<file path="src/rtl/bin_to_bcd_seq.sv">
// Sequential double-dabble binary-to-BCD converter: one input bit per clock,
// saturating to all nines when the value does not fit in DIGITS digits.
module bin_to_bcd_seq #(
    parameter int unsigned BIN_W  = 14,
    parameter int unsigned DIGITS = 4
) (
    input  logic                  clk,
    input  logic                  rst_n,
    input  logic                  start,
    input  logic [BIN_W-1:0]      bin,
    output logic                  busy,
    output logic                  done,
    output logic [4*DIGITS-1:0]   bcd,
    output logic                  overflow
);

    localparam int unsigned SW = 4 * DIGITS;
    localparam int unsigned CW = $clog2(BIN_W + 1);

    typedef enum logic [0:0] {StIdle, StConv} state_e;

    state_e          state_q, state_d;
    logic [BIN_W-1:0] shreg_q, shreg_d;
    logic [SW-1:0]   scratch_q, scratch_d, scratch_adj;
    logic [SW-1:0]   bcd_q, bcd_d;
    logic [CW-1:0]   cnt_q, cnt_d;
    logic            ovf_int_q, ovf_int_d;
    logic            done_q, done_d;
    logic            overflow_q, overflow_d;

    // Add-3 correction on every nibble before the shift.
    always_comb begin
        scratch_adj = scratch_q;
        for (int i = 0; i < int'(DIGITS); i++) begin
            if (scratch_q[4*i +: 4] >= 4'd5) begin
                scratch_adj[4*i +: 4] = scratch_q[4*i +: 4] + 4'd3;
            end
        end
    end

    always_comb begin
        state_d    = state_q;
        shreg_d    = shreg_q;
        scratch_d  = scratch_q;
        cnt_d      = cnt_q;
        ovf_int_d  = ovf_int_q;
        done_d     = 1'b0;
        bcd_d      = bcd_q;
        overflow_d = overflow_q;
        unique case (state_q)
            StIdle: begin
                if (start) begin
                    state_d   = StConv;
                    shreg_d   = bin;
                    scratch_d = '0;
                    cnt_d     = CW'(BIN_W);
                    ovf_int_d = 1'b0;
                end
            end
            StConv: begin
                scratch_d = {scratch_adj[SW-2:0], shreg_q[BIN_W-1]};
                shreg_d   = {shreg_q[BIN_W-2:0], 1'b0};
                ovf_int_d = ovf_int_q | scratch_adj[SW-1];
                cnt_d     = cnt_q - 1'b1;
                if (cnt_q == CW'(1)) begin
                    state_d    = StIdle;
                    done_d     = 1'b1;
                    overflow_d = ovf_int_d;
                    bcd_d      = ovf_int_d ? {DIGITS{4'h9}} : scratch_d;
                end
            end
            default: state_d = StIdle;
        endcase
    end

    always_ff @(posedge clk or negedge rst_n) begin
        if (!rst_n) begin
            state_q    <= StIdle;
            shreg_q    <= '0;
            scratch_q  <= '0;
            cnt_q      <= '0;
            ovf_int_q  <= 1'b0;
            done_q     <= 1'b0;
            bcd_q      <= '0;
            overflow_q <= 1'b0;
        end else begin
            state_q    <= state_d;
            shreg_q    <= shreg_d;
            scratch_q  <= scratch_d;
            cnt_q      <= cnt_d;
            ovf_int_q  <= ovf_int_d;
            done_q     <= done_d;
            bcd_q      <= bcd_d;
            overflow_q <= overflow_d;
        end
    end

    assign busy     = (state_q == StConv);
    assign done     = done_q;
    assign bcd      = bcd_q;
    assign overflow = overflow_q;

endmodule
</file>
<file path="config.mk">
export PLATFORM = sky130hd
export DESIGN_NAME = bin_to_bcd_seq
export DESIGN_NICKNAME = d
export VERILOG_FILES = /design/src/rtl/bin_to_bcd_seq.sv
export SDC_FILE = /design/constraint.sdc
export NUM_CORES = 1
export LEC_CHECK = 0
export CORE_AREA = 2 2 106 108
export DETAILED_ROUTE_END_ITERATION = 6
export DIE_AREA = 0 0 108 110
export MAX_ROUTING_LAYER = met4
export PLACE_DENSITY_LB_ADDON = 0.08
export SYNTH_ARGS = -nofsm -noshare
export SYNTH_HDL_FRONTEND = slang
export SYNTH_SLANG_ARGS = --single-unit
</file>
<file path="constraint.sdc">
create_clock -name clk -period 2.05 [get_ports clk]
set_input_delay 0.3075 -clock clk [delete_from_list [all_inputs] [get_ports clk]]
set_output_delay 0.3075 -clock clk [all_outputs]
set_load 0.03 [all_outputs]
</file>
==> impl_metrics.env <==
export IMPL_status="finished clean"
export IMPL_core_um2=10700
export IMPL_leakagePower_nw=1.464
export IMPL_period_share_pct=85.50
export IMPL_final_core_util_pct=30.44
export IMPL_ys_warn_count=0
export IMPL_cts_setup_buffers=0
export IMPL_finalMaxSlewViolations=0
export IMPL_ir_drop_mv=0.4830
export IMPL_reg2reg_from="scratch_q[0]"
export IMPL_cts_tree="built"
export IMPL_final_cells=432
export IMPL_diodes=0
export IMPL_fmax_mhz=570.5
export IMPL_pin_count=36
export IMPL_cts_hold_buf=1
export IMPL_wire_per_inst_um=13.56
export IMPL_cp_slowest_cell="dfrtp_1"
export IMPL_setup_ws_ps=297.2
export IMPL_clock_sinks=54
export IMPL_finalSetupTns_ps=0
export IMPL_clockBufferDepth=2
export IMPL_crit_start="scratch_q[0]"
export IMPL_dp_cells=423
export IMPL_cts_inserted_buffers=5
export IMPL_post_route_drc_count=0
export IMPL_netlist_top_cells_area="dfrtp_1 51%, mux2i_1 11%, nand2_1 5.4%"
export IMPL_gr_usage_all_layers_pct=11.01
export IMPL_worstMarginPinSlew_ps=499.9
export IMPL_final_common_cell="dfrtp_1"
export IMPL_setup_violations=0
export IMPL_yosysUniqueCellTypes=30
export IMPL_chipHeight_um=110
export IMPL_drt_pass1_iterations=4
export IMPL_end_kind="register"
export IMPL_final_cell_mix="53 x dfrtp_1, 38 x nand2_1, 33 x clkdlybuf4s50_1"
export IMPL_critPathTopFamily="compound AO/OA/AOI/OAI gates"
export IMPL_path_clk_slew_ps=100
export IMPL_grt_max_degree=41
export IMPL_clkLatencyLatePin_ps=300
export IMPL_cp_max_fo=3
export IMPL_ys_seq_area_share_pct=51.40
export IMPL_postCtsResizedCells=0
export IMPL_power_density_nw_per_um2=1491
export IMPL_vias=1859
export IMPL_dieWidth_um=108
export IMPL_fin_hold_ws_ps=491.6
export IMPL_cp_required_ps=2270
export IMPL_final_hold_viol_count=0
export IMPL_std_cell_rows=38
export IMPL_antenna_found_initial=0
export IMPL_areaGrowthSynthToFinish_pct=23.89
export IMPL_cp_arrival_ps=1970
export IMPL_ctsHtreeMaxLevel=2
export IMPL_synth_seq_cells=54
export IMPL_port_buffers=35
export IMPL_worstSetupPathType="register to register"
export IMPL_drt_total_wl_um=5857
export IMPL_drtIter0Drc=47
export IMPL_drive_gt1_share_pct=8.562
export IMPL_synth_cells=253
export IMPL_avgSynthCellArea_um2=10.39
export IMPL_yosys_area_top_type="dfrtp_1"
export IMPL_rsz0062_at_grt="false"
export IMPL_timing_max_cap_violations=0
export IMPL_viasPerCell=4.303
export IMPL_gp_congestion=0.6849
export IMPL_preCtsSetupSlack_ps=309.9
export IMPL_grt_pass1_vias=1914
export IMPL_hpwl_um=4007
export IMPL_clock_root_buffer="clkbuf_8"
export IMPL_num_nets_final=318
export IMPL_cp_slowest_stage_delay_ps=400
export IMPL_syn_area_um2=2629
export IMPL_yosysTopAreaCellShare_pct=51.40
export IMPL_grt_overflow_total=0
export IMPL_grt_pass1_wl_um=9791
export IMPL_fin_skew_ps=6.411
export IMPL_initial_core_util_pct=24.57
export IMPL_min_period_ps=1753
export IMPL_hp_class="primary input to async pin"
export IMPL_cp_start_kind="register"
export IMPL_cp_cell_sequence="inv_1 > ha_1 > nand2b_1 > a21oi_1 > mux2_2 > o31ai_1"
export IMPL_syn_num_nets=280
export IMPL_dieArea_um2=11880
export IMPL_crit_buf_inv=1
export IMPL_relSlewSlack_pct=66.67
export IMPL_postRouteAntennaNets=0
cell type report:
class | instances | area, µm²
multi-input combinational | 174 | 1166
fill | 1148 | 7441
tap | 140 | 175.2
clock buffer | 8 | 80.08
inverter | 12 | 45.04
sequential | 54 | 1353
timing repair buffer | 44 | 437.9
per-layer routing:
metal | GRT usage, % | up-vias | wire length [µm]
met5 | - | - | 0
met4 | 3.297 | 0 | 53
met3 | 2.646 | 5 | 276
met2 | 17.12 | 37 | 2626
met1 | 14.31 | 878 | 2900
li1 | - | 939 | -
flip-flops by register name, indices dropped and copies added, names as in the netlist:
signal / flops
bcd: 16
busy: 1
cnt_q: 4
done: 1
overflow: 1
ovf_int_q: 1
scratch_q: 16
shreg_q: 14
synth_stat cells, drive strengths merged:
cell    number
dfrtp       54
nand2       39
mux2i       29
o21ai       18
a21oi       17
nor2        15
buf         11
inv         11
ha          10
o31ai       10
a31oi        7
nor3b        7
xnor2        6
nor3         5
mux2         4
nand2b       4
clkbuf       2
a21o         1
clkinv       1
nand3        1
o31a         1
cells by family (layout without fill, tap and decap cells):
family          after synthesis  count (layout)  synth area share, %
compound gates               54              54                12.80
simple gates                 71              71                11.90
fa+ha+maj                    10              10                4.760
mux                          33              33                12.90
flops                        54              54                51.40
xor+xnor                      6               6                1.999
buf+inv                      25              64                4.236
stage by stage:
stage	instance area, µm²	power, W
6_report	3257	0.004856
5_1_grt	3257	0.005293
4_1_cts	3257	0.004952
3_5_place_dp	3167	0.004342
3_3_place_gp	3167	0.004335
2_1_floorplan	2629	0.003554
worst paths after layout:
| path | cells past startpoint | end | slack (ps) |
|---|---|---|---|
| worst max register to register | 6 | bcd[2] | 300 |
| min in group clk | 2 | shreg_q[11] | 490 |
| worst max-delay path | 6 | bcd[2] | 300 |
| max in group asynchronous | 3 | busy | 970 |
| worst min-delay path | 2 | scratch_q[6] | 490 |
| worst min register to register | 2 | shreg_q[11] | 490 |
power by group:
group | internal, W | switching [W] | total (W)
sequential | 0.00152 | 0.000349 | 0.00187
combinational | 0.00104 | 0.00136 | 0.00240
clock | 0.000244 | 0.000340 | 0.000584
worst reg2reg max path: stages (launching register included):
cell and delay [ps]:
dfrtp_1 400, inv_1 120, ha_1 220, nand2b_1 80, a21oi_1 250, mux2_2 390, o31ai_1 210
No activity file was read; power rests on OpenSTA's default activity.
